### src/rtl/booth_mult.sv
// rtl/booth_mult.sv - sequential signed radix-2 Booth multiplier with start/done handshake
//
// Purpose:
//   Multiplies two WIDTH-bit two's-complement operands into a 2*WIDTH-bit
//   product. It performs one Booth step per clock, so WIDTH steps per
//   operation. Operands are captured only on the edge that accepts start.
//
// Ports:
//   clk      in   1      rising-edge clock
//   rst      in   1      synchronous reset, active-high
//   start    in   1      launch request; accepted in IDLE or DONE
//   inbus1   in   WIDTH  multiplicand M (signed)
//   inbus2   in   WIDTH  multiplier Q (signed)
//   prod_hi  out  WIDTH  product[2*WIDTH-1:WIDTH]
//   prod_lo  out  WIDTH  product[WIDTH-1:0]
//   busy     out  1      high while in RUN
//   done     out  1      one-cycle pulse when the product is valid

module booth_mult #(
  parameter int WIDTH = 16
) (
  input  logic             clk,
  input  logic             rst,
  input  logic             start,
  input  logic [WIDTH-1:0] inbus1,
  input  logic [WIDTH-1:0] inbus2,
  output logic [WIDTH-1:0] prod_hi,
  output logic [WIDTH-1:0] prod_lo,
  output logic             busy,
  output logic             done
);

  typedef enum logic [1:0] {
    ST_IDLE = 2'd0,
    ST_RUN  = 2'd1,
    ST_DONE = 2'd2
  } state_t;

  localparam logic [4:0] LAST_STEP = 5'(WIDTH - 1);

  state_t           state_q, state_d;
  // The accumulator and multiplicand carry one extra sign bit. This lets
  // A - M stay representable when M is the most negative operand.
  logic [WIDTH:0]   a_q, a_d;
  logic [WIDTH:0]   m_q, m_d;
  logic [WIDTH-1:0] q_q, q_d;
  logic             qm1_q, qm1_d;
  logic [4:0]       count_q, count_d;

  logic [WIDTH:0]   step_sum;

  // Booth recoding on {Q[0], q_m1}: 01 adds M, 10 subtracts M, else no change.
  always_comb begin
    step_sum = a_q;
    case ({q_q[0], qm1_q})
      2'b01:   step_sum = a_q + m_q;
      2'b10:   step_sum = a_q - m_q;
      default: step_sum = a_q;
    endcase
  end

  always_comb begin
    state_d = state_q;
    a_d     = a_q;
    m_d     = m_q;
    q_d     = q_q;
    qm1_d   = qm1_q;
    count_d = count_q;

    case (state_q)
      ST_IDLE, ST_DONE: begin
        if (start) begin
          m_d     = {inbus1[WIDTH-1], inbus1};
          q_d     = inbus2;
          a_d     = '0;
          qm1_d   = 1'b0;
          count_d = '0;
          state_d = ST_RUN;
        end else if (state_q == ST_DONE) begin
          // Go back to IDLE. The product registers keep their values
          // until the next accepted start.
          state_d = ST_IDLE;
        end
      end

      ST_RUN: begin
        // Shift {A', Q, q_m1} arithmetically right by one. The msb of A'
        // is replicated.
        a_d     = {step_sum[WIDTH], step_sum[WIDTH:1]};
        q_d     = {step_sum[0], q_q[WIDTH-1:1]};
        qm1_d   = q_q[0];
        count_d = count_q + 5'd1;
        if (count_q == LAST_STEP) begin
          state_d = ST_DONE;
        end
      end

      default: begin
        state_d = ST_IDLE;
      end
    endcase
  end

  always_ff @(posedge clk) begin
    if (rst) begin
      state_q <= ST_IDLE;
      a_q     <= '0;
      m_q     <= '0;
      q_q     <= '0;
      qm1_q   <= 1'b0;
      count_q <= '0;
    end else begin
      state_q <= state_d;
      a_q     <= a_d;
      m_q     <= m_d;
      q_q     <= q_d;
      qm1_q   <= qm1_d;
      count_q <= count_d;
    end
  end

  assign prod_hi = a_q[WIDTH-1:0];
  assign prod_lo = q_q;
  assign busy    = (state_q == ST_RUN);
  assign done    = (state_q == ST_DONE);

endmodule

### config.mk
export PLATFORM = sky130hd
export DESIGN_NAME = booth_mult
export DESIGN_NICKNAME = d
export VERILOG_FILES = /design/src/rtl/booth_mult.sv
export SDC_FILE = /design/constraint.sdc
export NUM_CORES = 1
export LEC_CHECK = 0
export ABC_AREA = 0
export CAP_MARGIN = 30
export CORE_MARGIN = 1.5
export CORE_UTILIZATION = 45
export CTS_CLUSTER_DIAMETER = 30
export DETAILED_ROUTE_END_ITERATION = 8
export PLACE_DENSITY = 0.81
export SLEW_MARGIN = 20
export SYNTH_ARGS = -nofsm -noshare
export SYNTH_HDL_FRONTEND = slang
export SYNTH_SLANG_ARGS = --single-unit
### constraint.sdc
create_clock -name clk -period 7 [get_ports clk]
set_input_delay 1.4 -clock clk [delete_from_list [all_inputs] [get_ports clk]]
set_output_delay 1.4 -clock clk [all_outputs]
set_load 0.05 [all_outputs]
After elaboration in Yosys (flattened, before gate mapping). Index checks and enable logic that the tools add are counted.

Register bits: 57. Bits in latches: 0. Bits in writable memories: 0. Memory bits (read-only): 0. Input port bits: 35. Logic and storage cells: 36. Memories kept: 0.

$add $sub $neg: 3. $mul: 0. Div/mod/pow operators: 0. $lt $le $gt $ge: 0. Equal/unequal tests: 8. Shift-type cells: 0. Muxes and demuxes: 13. Bitwise gates (word level): 0. Reductions and logical operators: 6.

Operator list (count): $pmux W17 S2 (2); $pmux W16 S2 (1); $add A17 B17 Y17 (1); $mux W17 (1); $sub A17 B17 Y17 (1); $mux W16 (1); $pmux W5 S2 (1); $mux W2 (3); $reduce_and A2 Y1 (3); $add A5 B1 Y5 const B (1); $eq A5 B4 Y1 const B (1); $mux W5 (1); $eq A2 B1 Y1 const B (2); $eq A2 B2 Y1 const B (2); $pmux W2 S2 (1); $ne A3 B3 Y1 const B (1); $logic_not A2 Y1 (1); $ne A2 B1 Y1 const B (1); $ne A2 B2 Y1 const B (1); $pmux W1 S2 (1); $reduce_bool A2 Y1 (1); $reduce_or A2 Y1 (1); $mux W1 (1).

Depth between registers and ports, before layout. Gate-level depths: netlist of the first run.

Depth after elaboration: 4. Gate-level depth with buffers: 14. Depth with buffers taken out: 12.

Worst setup path before layout of the first run. No wires, ideal clock.

Kind: register -> register. Start point: register q_q[0] (netlist: prod_lo[0]). End point: register a_q[13]. Library setup time: 0.074 ns. Arrival time: 2.981 ns. Slack: 3.945 ns. Stages on the path, launching flop included: 11. Period minus slack after synthesis: 3.055 ns. Cell sequence: dfxtp_1 > ha_1 > clkbuf_8 > mux2_2 > fa_1 > nand2b_1 > a211oi_1 > o31ai_1 > a21oi_1 > mux2_2 > o21ai_0.

Word-level cells in the longest chain between the ends: 3.

Ends and longest elaborated chain: from (decl) (RTL line 46) `logic [WIDTH-1:0] q_q, q_d;`; from (signal assigned) (RTL line 116) `q_q <= q_d;`; $eq A2 B2 Y1 or $eq A2 B1 Y1 (tied branches) (RTL line 55) `case ({q_q[0], qm1_q})`; $pmux W17 S2 * (RTL line 55); $pmux W17 S2 * (RTL line 70) `case (state_q)`; to (signal assigned) (RTL line 107) `a_q <= '0;`; to (signal assigned) (RTL line 114) `a_q <= a_d;`; to (decl) (RTL line 44) `logic [WIDTH:0] a_q, a_d;`.

Every way passes the cells marked *; elsewhere a longest branch is shown, timed or not. A chain may end at the register's enable or synchronous reset.

Worst setup path in the final report of the first run.
Start point: register state_q[0]. End point: output busy.

Word-level cells in the longest chain between the ends: 1.

Ends and longest elaborated chain: from (decl) (RTL line 41) `state_t state_q, state_d;`; from (signal assigned) (RTL line 113) `state_q <= state_d;`; $eq A2 B1 Y1 (RTL line 124) `assign busy = (state_q == ST_RUN);`; to (decl) (RTL line 29) `output logic busy,`.

Every way passes these cells.

==> impl_summary.md, run 1 <==
Setup path
The slowest stage of the critical path belongs to the cell clkdlybuf4s50_1. The signal on the critical path passes through nand2b_1 -> inv_2 -> clkdlybuf4s50_1. Among cell families on the critical path, the largest total delay comes from buffers and inverters. The maximum fanout count along the critical path is 28.

In this design, the stage delay of the slowest critical-path cell is 0.90 ns. Together, buffers and inverters on the worst path number 2. The category of the critical setup timing path is reg -> out. The category of the worst setup path capture point is an output pin. The worst setup path is launched from a register. STA puts the critical path data required time at 5.60 ns. The worst endpoint data arrival time is 2.32 ns.

Route
Summed over all layers, the routed wires come to 8710 um. Dividing the detail-routed wire length by the instance count gives 14.8 um. The first TritonRoute pass finished after 5 iterations. In this run, the number of DRC markers left after iteration 0 of detailed routing was 278.

The number of routed nets with antenna violations is 0. Dividing the detail-routed via count by the number of cells gives 5.76. The detailed router placed 3399 vias in this run.

The number of DRC violations after detailed routing is 0.

Synth
The average instance in the mapped netlist occupies 7.70 um^2. Synthesis inferred 56 register bits. The cell area that synthesis handed to floorplanning was 3390 um^2. Synthesis instantiated 49 different standard cells from the library. The register area share after synthesis is 33.1%. In the synthesized netlist, the number of instances is 440. Yosys mapped a number of flops with a built-in enable equal to 0. Counting flops with an async set or reset pin after synthesis yields a share of 0%.

The top flip-flop cell by instance count after synthesis is dfxtp_1. Yosys printed 0 warnings. Synthesis produced a netlist with a net count of 496.

Die
The total I/O pin count is 69. The number of placement rows is 31. The width of the die is 89.8 um. The floorplan step set the die height to 89.8 um. The area enclosed by the die boundary is 8060 um^2.

The area of the core is 7250 um^2. The initial cell density of the core is 46.7%.

STA
The count of final hold-check violations came to 0. Setup violations remaining at the end of the flow were counted as 0. The largest clock skew in the final design is 0.00828 ns.

For the pin with the worst max-slew slack, the measured transition is 0.730 ns. Timing would allow up to 269 MHz. The setup TNS is 0 ns. The tightest hold margin is 0.479 ns.

The routed design could run at a clock period as short as 3.72 ns. The headroom to the max-slew limit is 51.3%. Setup repair after global routing left no endpoint under its margin. The final critical path takes up 53.1% of the cycle. The worst path meets setup with 3.28 ns of slack. The number of pins with negative max-slew slack in the final report is 0.

Clocking
The maximum count of clock buffers along a single path is 2. TritonCTS built the clock tree. The number of setup buffers added after CTS is 0. Post-CTS repair changed the size of 0 cells. The number of hold buffers added after CTS was 0. The root cell of the clock tree is clkbuf_8. The clock tree synthesis step divided the H-tree into 2 levels. The number of buffers inserted during clock tree synthesis is 5. The clock-pin slew on the worst setup and hold paths is 0.11 ns. For the worst-skew pair, the clock arrives at the later sink with an insertion delay of 0.32 ns. The number of clock sinks seen by CTS is 56.

Placed design
In this run the tool buffered the top-level ports with 68 buffer cells. The pre-CTS setup slack is 3.64 ns. Including well taps, the total number of placed cells is 581. The congestion estimate from routability-driven global placement came to 0.936. The placed wire-length estimate after detailed placement is 6220 um.

Final layout
In the final layout, the share of cells above drive strength 1 is 4.89%. 0 antenna diodes ended up in the layout. Once layout is complete, the cells apart from fillers number 590.

In the final design database the tool counted 546 nets. The core occupancy in the finished layout is 57.9%. The synthesis-to-finish area growth is 24.0%.

GRT
The total routing resource utilization after global routing is 21.4%. The number of global-route vias before repair is 3177. The first global-routing pass estimated 14600 um of wire. Entering global routing, the biggest net connects 59 pins.

The global route total overflow is 0. The initial antenna violation count is 0.

Min path
The worst hold path belongs to the class reg -> reg.

Pwr
The cell area power density is 203 nW/um^2. The worst-case IR drop observed on VDD is 101 uV. In this run the static leakage power is 1.51 nW.

Status
The flow ran to the end, and the final reports show no timing, DRC or antenna violations.

Run
The tool flagged a number of max-cap violations equal to 0.
==> path summary, 6_finish.rpt <==
path                                  start           to  slack [ns]  depth (start not counted)
worst max register to register   prod_lo[0]      a_q[13]        3.70                          9
worst max-delay path             state_q[0]         busy        3.28                          3
worst min-delay path            prod_lo[10]  prod_lo[10]        0.48                          2
worst min register to register  prod_lo[10]  prod_lo[10]        0.48                          2
==> cells by family after synthesis <==
group,share of synthesized area (%)
flip-flops,33.1
AO/OA/AOI/OAI,25.1
XOR/XNOR,5.17
multiplexers,1.55
buffers and inverters,4.95
AND/OR/NAND/NOR,22.2
adder cells (fa/ha/maj),7.98
==> stage by stage <==
stage | power, W | area, um^2
global placement | 0.000656 | 4090
finish | 0.000854 | 4200
CTS | 0.000854 | 4180
global route | 0.000901 | 4200
floorplan | 0.000583 | 3390
detailed placement | 0.000665 | 4090
==> flip-flops by register name (all words and copies together), names as in the netlist <==
signal   flops
prod_lo     16
count_q      5
m_q         16
state_q      2
a_q         16
qm1_q        1
==> cell usage in the layout, fill, tap and decap left out, drive strengths merged, types with 3 or more instances in the layout <==
| cell | Yosys | routed |
|---|---|---|
| dfxtp | 56 | 56 |
| nand2b | 7 | 7 |
| nand3 | 6 | 6 |
| a22oi | 31 | 31 |
| mux2i | 3 | 3 |
| inv | 12 | 14 |
| nor2b | 4 | 4 |
| o22ai | 4 | 4 |
| buf | 9 | 4 |
| nor3 | 12 | 12 |
| a21oi | 65 | 65 |
| clkbuf | 19 | 5 |
| ha | 20 | 20 |
| nor2 | 36 | 36 |
| o31ai | 3 | 3 |
| nand2 | 65 | 65 |
| nor4 | 3 | 3 |
| nand4 | 4 | 4 |
| a211oi | 5 | 5 |
| o21ai | 16 | 16 |
| clkdlybuf4s50 | 0 | 67 |
| a31oi | 5 | 5 |
| o21a | 4 | 4 |
| nand3b | 5 | 5 |
| and2 | 3 | 3 |
| xnor2 | 18 | 18 |
==> per-layer routing <==
metal	share of wire, %	GRT usage, %	vias to the layer above
li1	-	-	1670
met1	44	27.0	1621
met2	51	38.0	95
met3	3.6	2.37	13
met4	1.6	6.75	0
met5	0	0	-
==> layout make-up <==
cell class                      instances  area [um^2]
Fill cell                             667         3050
Clock inverter                          3         26.3
Sequential cell                        56         1120
Tap cell                               99          124
Multi-Input combinational cell        344         2100
Inverter                               12         45.0
Clock buffer                            5         68.8
Timing Repair Buffer                   71          711
==> synth_stat cells, types with 3 or more instances <==
library cell	count	area share (%)
nor2_1	35	3.9
a21oi_1	65	9.6
nor3_1	12	1.8
buf_1	3	0.33
o31ai_1	3	0.66
nand2b_1	7	1.3
nand4_1	4	0.74
nand3_1	6	0.89
nor2b_1	4	0.74
clkbuf_1	18	2.0
o22ai_1	4	0.74
a22oi_1	31	6.9
a211oi_1	5	1.1
nand2_1	65	7.2
dfxtp_1	56	33
o21ai_0	14	2.1
inv_1	11	1.2
xnor2_1	18	4.7
a31oi_1	5	0.92
ha_1	20	7.4
mux2i_1	3	0.89
nor4_1	3	0.55
nand3b_1	5	1.1
o21a_1	4	0.89
buf_2	6	0.89
==> worst min-delay path, cell delays in order (launching register included) <==
cell and delay, ns:
dfxtp_1 0.34, nand2_1 0.05, a21oi_1 0.05
==> power by group <==
| group | internal [W] | switching (W) |
|---|---|---|
| combinational | 0.000125 | 0.000187 |
| clock | 0.0000740 | 0.000115 |
| sequential | 0.000335 | 0.0000176 |
| total | 0.000535 | 0.000319 |
Note: power is estimated with default switching activity, not from simulation.
==> run 2, diff against run 1 <==
--- a/config.mk
+++ b/config.mk
@@ -11,7 +11,7 @@
 export CORE_UTILIZATION = 45
 export CTS_CLUSTER_DIAMETER = 30
 export DETAILED_ROUTE_END_ITERATION = 8
-export PLACE_DENSITY = 0.81
+export PLACE_DENSITY = 0.84
 export SLEW_MARGIN = 20
 export SYNTH_ARGS = -nofsm -noshare
 export SYNTH_HDL_FRONTEND = slang
==> constraint.sdc (replaced) <==
create_clock -name clk -period 3.4 [get_ports clk]
set_input_delay 0.68 -clock clk [delete_from_list [all_inputs] [get_ports clk]]
set_output_delay 0.68 -clock clk [all_outputs]
set_load 0.05 [all_outputs]
==> impl_summary.md, run 2 (same netlist as run 1, synthesis figures left out) <==
Setup path
Traced cell by cell, the critical path runs through nor3_1 -> nor4b_2 -> a21oi_1 -> xnor2_1 -> ha_1 -> and4_1 -> o2111ai_1 -> o21ai_0 -> mux2i_1 -> mux2i_1. The element type at the critical path start is a register. By startpoint and endpoint, the worst setup path is classified as reg -> reg. The cell type group with the largest total delay on the critical path is simple AND/OR/NAND/NOR gates. Of all nets on the critical path, the largest fanout is 9. The worst setup path is captured at a register. The largest incremental delay on the critical path is 0.52 ns.

Among the stages of the critical path, the cell type that occurs most often is mux2i_1. The cell with the biggest individual delay on the critical path is nor4b_2. The worst endpoint data arrival time is 3.38 ns. STA puts the critical path data required time at 3.65 ns. The critical path buffer and inverter count is 0.

Clocking
The number of buffers inserted during clock tree synthesis is 5. The post-cts gate resize count is 0. The clock latency at the later pin of the worst-skew pair is 0.31 ns. The H-tree was split into 2 levels.

After clock tree synthesis, the clock-pin slew on the worst setup and hold paths is 0.11 ns. The number of setup buffers added after CTS is 0. Hold repair after CTS inserted 0 buffers. The maximum count of clock buffers along a single path is 2. The number of clock sinks seen by CTS is 56. The root cell of the clock tree is clkbuf_8. The TritonCTS clock tree is done.

GRT
Global routing consumed, over all layers together, 21.6% of the routing resources. The initial antenna violation count was 0. The global route total overflow is 0. The number of global-route vias before repair is 3213.

The first global-routing pass estimated 14800 um of wire. The pin count of the biggest net entering global routing is 49.

Die
The initial cell density of the core is 46.7%. The floorplan has 31 rows. The floorplan step defined a core boundary enclosing 7250 um^2.

Pin placement for this block handled 69 I/O pins. The die is 89.8 um wide. Measured along the y axis, the die boundary spans 89.8 um.

The floorplan step defined a die boundary enclosing 8060 um^2.

Placed design
The placed wire-length estimate after detailed placement is 6360 um. The last weighted congestion value of the routability-driven placer is 0.962. The pre-CTS setup slack is 0.367 ns. In this run the cell area measured after placement is 4120 um^2.

During placement, the flow inserted port buffers numbering 68.

Route
The post-detailed-routing wire length is 8610 um. The wire length on met1 is 3900 um. The first routing iteration left 234 violations. The number of iterations in the first detailed-routing pass is 5. The number of routed nets with antenna violations is 0. Using the TritonRoute via totals, the vias-per-cell ratio works out to 5.66.

Across all layers, the routed design uses 3355 vias. Detailed routing placed a total of 4220 um of wire on met2. The routed wire length per instance is 14.5 um. In the routed design, unresolved DRC markers number 0.

The highest metal layer with signal wires is met4. The total length of routed met3 wires is 313 um.

STA
The highest attainable clock frequency is 319 MHz. In the final timing run, aggregate negative setup slack is 0 ns. The slew of the pin with the lowest slew margin is 0.711 ns. Setup violations remaining at the end of the flow were counted as 0.

The largest clock skew in the final design is 0.00600 ns. The final critical path takes up 92.2% of the cycle. The headroom to the max-slew limit is 52.6%. The number of pins with negative max-slew slack in the final report is 0. Setup repair after global routing left no endpoint under its margin. The count of final hold-check violations came to 0. The least setup slack across all paths after layout is 0.266 ns.

The final critical delay including setup and external delays is 3.13 ns.

Final layout
The most frequent standard cell in the layout excluding fill and tap cells is clkdlybuf4s50_1. The antenna diode instance count is 0. The library cells used most frequently in the layout, excluding fill and tap cells, are clkdlybuf4s50_1 (67), a21oi_1 (65), nand2_1 (65), dfxtp_1 (56), nor2_1 (34). The synthesis-to-finish area growth is 24.2%. The share of cells above drive strength 1 is 5.47%. The count of filler cells inserted in the layout is 691. The number of nets at the end of the flow is 549. The post-layout instance area is 4210 um^2. The footprint of the flip-flops and latches is 1120 um^2.

In the final layout, the multi-input gates occupy 2100 um^2.

Min path
The type of the tightest min-delay check is reg -> reg.

Pwr
The post-layout total power is 0.00176 W. VDD sags by at most 239 uV. The static leakage is 1.52 nW.

Power spread over the standard cell area amounts to 418 nW/um^2.

Run
The total of max-cap violations is 0.

Status
The flow ran to the end, and the final reports show no timing, DRC or antenna violations.
## run 2: cell count changes in the layout (fill, tap and decap cells not counted), sizes merged
cell      before  now
clkinv         1    0
buf            4    7
clkinvlp       0    1
## run 2: cell type report
| type | count | share of cell area [%] |
|---|---|---|
| multi-input cells | 344 | 50.0 |
| flip-flops and latches | 56 | 26.6 |
| repair buffers | 74 | 17.1 |
| well taps | 99 | 2.94 |
| clock buffers | 5 | 1.63 |
| inverters | 12 | 1.07 |
| clock inverters | 3 | 0.595 |
## run 2: metrics by stage
stage / hold WS (ns) / utilization [%] / cells
floorplan: 0.454 / - / 440
global placement: 0.461 / 56.7 / 585
detailed placement: 0.465 / 56.7 / 585
CTS: 0.482 / 58.0 / 593
global route: 0.500 / 58.0 / 593
finish: 0.484 / 58.0 / 593
## run 2: report_power, final
group	internal [W]	total [W]	leakage, nW	switching (W)
registers	0.000690	0.000726	0.457	0.0000359
clock network	0.000151	0.000394	0.0452	0.000243
logic	0.000260	0.000638	1.02	0.000378
total	0.00110	0.00176	1.52	0.000657
## run 2: tightest hold or removal path, cell delays in order, from the launching register on
cell	delay [ns]
dfxtp_1	0.34
nand2_1	0.06
a21oi_1	0.05
## run 2: final timing paths
| kind | slack, ns | endpoint | cells after the start | startpoint |
|---|---|---|---|---|
| max | 0.27 | a_q[15] | 10 | m_q[2] |
| min | 0.48 | prod_lo[7] | 2 | prod_lo[7] |
| max reg2reg | 0.27 | a_q[15] | 10 | m_q[2] |
| min reg2reg | 0.48 | prod_lo[7] | 2 | prod_lo[7] |
## run 2: layer usage
layer | track usage (%) | up-vias
met2 | 37.2 | 76
met3 | 2.20 | 16
li1 | - | 1675
met4 | 6.75 | 0
met1 | 28.3 | 1588
met5 | 0 | -
==> run 3, diff against run 2 <==
--- a/config.mk
+++ b/config.mk
@@ -7,11 +7,13 @@
 export LEC_CHECK = 0
 export ABC_AREA = 0
 export CAP_MARGIN = 30
+export CORE_ASPECT_RATIO = 2
 export CORE_MARGIN = 1.5
 export CORE_UTILIZATION = 45
 export CTS_CLUSTER_DIAMETER = 30
 export DETAILED_ROUTE_END_ITERATION = 8
 export PLACE_DENSITY = 0.84
+export SETUP_SLACK_MARGIN = 0.5
 export SLEW_MARGIN = 20
 export SYNTH_ARGS = -nofsm -noshare
 export SYNTH_HDL_FRONTEND = slang
==> impl_summary.md, run 3 (same netlist as run 1, synthesis figures left out) <==
Setup path
The first element of the critical path is qm1_q. The worst-case reg-to-reg path depth is 13. The cell with the biggest individual delay on the critical path is ha_1. For flop-to-flop paths, the worst setup slack is 0.56 ns. The startpoint identified for the worst register-to-register timing path is qm1_q. The critical path goes through inv_1 -> ha_1 -> buf_4 -> a31oi_1 -> xnor2_1 -> ha_1 -> a21oi_1 -> nor2b_1 -> o31ai_2 -> a21oi_2 -> buf_4 -> xnor2_1 -> o22ai_1. STA classifies the critical path endpoint as a register. The required time at the endpoint of the critical path is 3.59 ns. Of all nets on the critical path, the largest fanout is 15. The capturing point of the worst reg2reg path is a_q[9]. The total stage count of the critical path is 13.

The largest incremental delay on the critical path is 0.37 ns. The worst setup path is launched from a register. Counting both buffers and inverters, the worst setup path holds a total of 3. The critical path is of the reg -> reg type.

Data on the critical path arrives at its endpoint at 3.03 ns. The cell type group with the largest total delay on the critical path is compound AO/OA/AOI/OAI gates.

Clocking
The number of hold buffers added after CTS was 0. The clock latency at the later pin of the worst-skew pair is 0.31 ns. CTS placed an instance of clkbuf_16 at the clock tree root. In this run, CTS created clock tree buffers numbering 5. The clock-pin slew on the worst setup and hold paths is 0.08 ns. CTS saw 56 sinks.

The maximum count of clock buffers along a single path is 2. The H-tree generated during clock tree synthesis spans 2 levels. TritonCTS built the clock tree.

Final layout
Once layout is done, the placed cells without fillers occupy 4420 um^2. Leaving out fill and tap cells, the most frequent cell in the layout is clkdlybuf4s50_1. The multi-input combinational cells in the finished layout cover a total of 2230 um^2. In the final layout, the share of cells above drive strength 1 is 10.6%.

The count of filler cells inserted in the layout is 663. The number of nets at the end of the flow is 553. The top cell types in the final layout, fill and taps aside, are clkdlybuf4s50_1 (67), nand2_1 (65), a21oi_1 (62), dfxtp_1 (53), nor2_1 (34). The footprint of the flip-flops and latches is 1130 um^2. The antenna diode instance count is 0.

The synthesis-to-finish area growth is 30.3%.

STA
Derived from the worst setup path, the maximum achievable clock frequency is 352 MHz. The least setup slack across all paths after layout is 0.557 ns. The count of final hold-check violations is 0.

Setup violations remaining at the end of the flow were counted as 0. The slew of the pin with the lowest slew margin is 0.683 ns. Across the routed clock network, the largest skew measured is 0.00982 ns. The number of pins with negative max-slew slack in the final report came to 0. Headroom to the max-slew limit came out at 54.5%. The final critical path takes up 83.6% of the cycle. The setup TNS is 0 ns.

The smallest clock period supported by the final layout is computed as 2.84 ns. Setup repair after global routing could not meet its margin everywhere.

Min path
In this run the worst hold path is classified as reg -> reg. In this run the most critical hold path is launched from prod_lo[6]. Along the worst hold path, the cell count comes to 2.

The worst hold path terminates at prod_lo[6].

GRT
The global-route wire length before repair is 15600 um. The initial antenna violation count is 0. Across every metal layer, demand over resource in global routing totals 24.3%. The number of global-route vias before repair is 3402. After global routing the overflow that remains totals 0. Entering global routing, the biggest net connects 39 pins.

Die
The width of the die is 64.4 um. The initialized floorplan defines 44 standard-cell rows. Once the floorplan was initialized, standard cells occupied 46.6% of the core. The total area inside the core boundary comes to 7270 um^2. Measured along the y axis, the die boundary spans 126 um. The area enclosed by the die boundary is 8090 um^2. The total I/O pin count is 69.

Pwr
In this run the power density over the cells is 450 nW/um^2. VDD sags by at most 374 uV. The static leakage is 1.57 nW.

Route
The post-detailed-routing wire length is 9870 um. The routed wire length per instance is 16.7 um. In the routed design, unresolved DRC markers number 0. The pre-antenna-repair detailed-routing pass consisted of 4 iterations. The detail route stage leaves a number of antenna-violating nets equal to 0. The total vias in the final route is 3446.

The first routing iteration left 193 violations. The via count normalized by instance count is 5.84.

Status
The run finished with clean final reports.

Placed design
Buffers placed on the I/O ports in this run total 68. Routability-driven placement finished with a final weighted congestion of 0.880. The placed wire-length estimate after detailed placement is 7300 um. The pre-CTS setup slack is 0.344 ns. The instance area at placement is 4120 um^2.

Run
The tool flagged a number of max-cap violations equal to 0.
==> run 3: cell count changes in the layout (fill, tap and decap cells not counted), moves of 3 or more <==
cell	change
a21oi_1	-3
buf_4	+4
clkbuf_16	+5
clkbuf_8	-5
o21ai_0	-4
dfxtp_1	-3
ha_1	-5
a21oi_2	+3
ha_4	+3
==> run 3: routing by layer <==
metal / up-vias / GRT usage [%] / part of all wire (%)
li1: 1680 / - / -
met1: 1629 / 22.6 / 34
met2: 106 / 47.0 / 56
met3: 31 / 3.75 / 4.4
met4: 0 / 15.1 / 5.6
met5: - / 0 / 0
==> run 3: cell type report <==
class | instances | area share, %
Multi-Input combinational cell | 344 | 50.4
Timing Repair Buffer | 78 | 17.0
Tap cell | 92 | 2.61
Sequential cell | 56 | 25.6
Inverter | 12 | 1.02
Clock inverter | 3 | 0.538
Clock buffer | 5 | 2.83
==> run 3: worst register-to-register path: stages, from the launching register on <==
cell,delay [ns]
dfxtp_1,0.34
inv_1,0.05
ha_1,0.19
buf_4,0.19
a31oi_1,0.21
xnor2_1,0.26
ha_1,0.37
a21oi_1,0.17
nor2b_1,0.08
o31ai_2,0.29
a21oi_2,0.13
buf_4,0.16
xnor2_1,0.18
o22ai_1,0.11
==> run 3: worst max-delay path by stage <==
| stage | end | slack, ns |
|---|---|---|
| 2_1_floorplan | a_q[13] | 0.54 |
| 3_3_place_gp | a_q[13] | 0.40 |
| 3_5_place_dp | a_q[15] | 0.34 |
| 4_1_cts | a_q[15] | 0.51 |
| 5_1_grt | a_q[9] | 0.43 |
| 6_report | a_q[9] | 0.56 |
==> run 3: per-stage QoR <==
stage,hold slack [ns],total power [W],instances,utilization [%]
after CTS,0.476,0.00194,589,59.4
after detailed placement,0.469,0.00139,579,56.6
final,0.478,0.00199,590,60.8
after global routing,0.491,0.00208,590,60.8
after floorplan,0.454,0.00120,440,-
after global placement,0.464,0.00137,579,56.6
==> run 3: what timing repair did <==
| item | CTS | global route |
|---|---|---|
| pin swaps | 1 | 5 |
| setup buffers | 2 | 1 |
| endpoints found under the setup margin | 4 | 7 |
| resized for setup | 11 | 22 |
==> run 3: report_power, final <==
group / leakage [nW] / total [W] / switching, W / internal (W)
combinational: 1.05 / 0.000720 / 0.000423 / 0.000297
sequential: 0.459 / 0.000730 / 0.0000409 / 0.000689
clock: 0.0660 / 0.000538 / 0.000263 / 0.000275
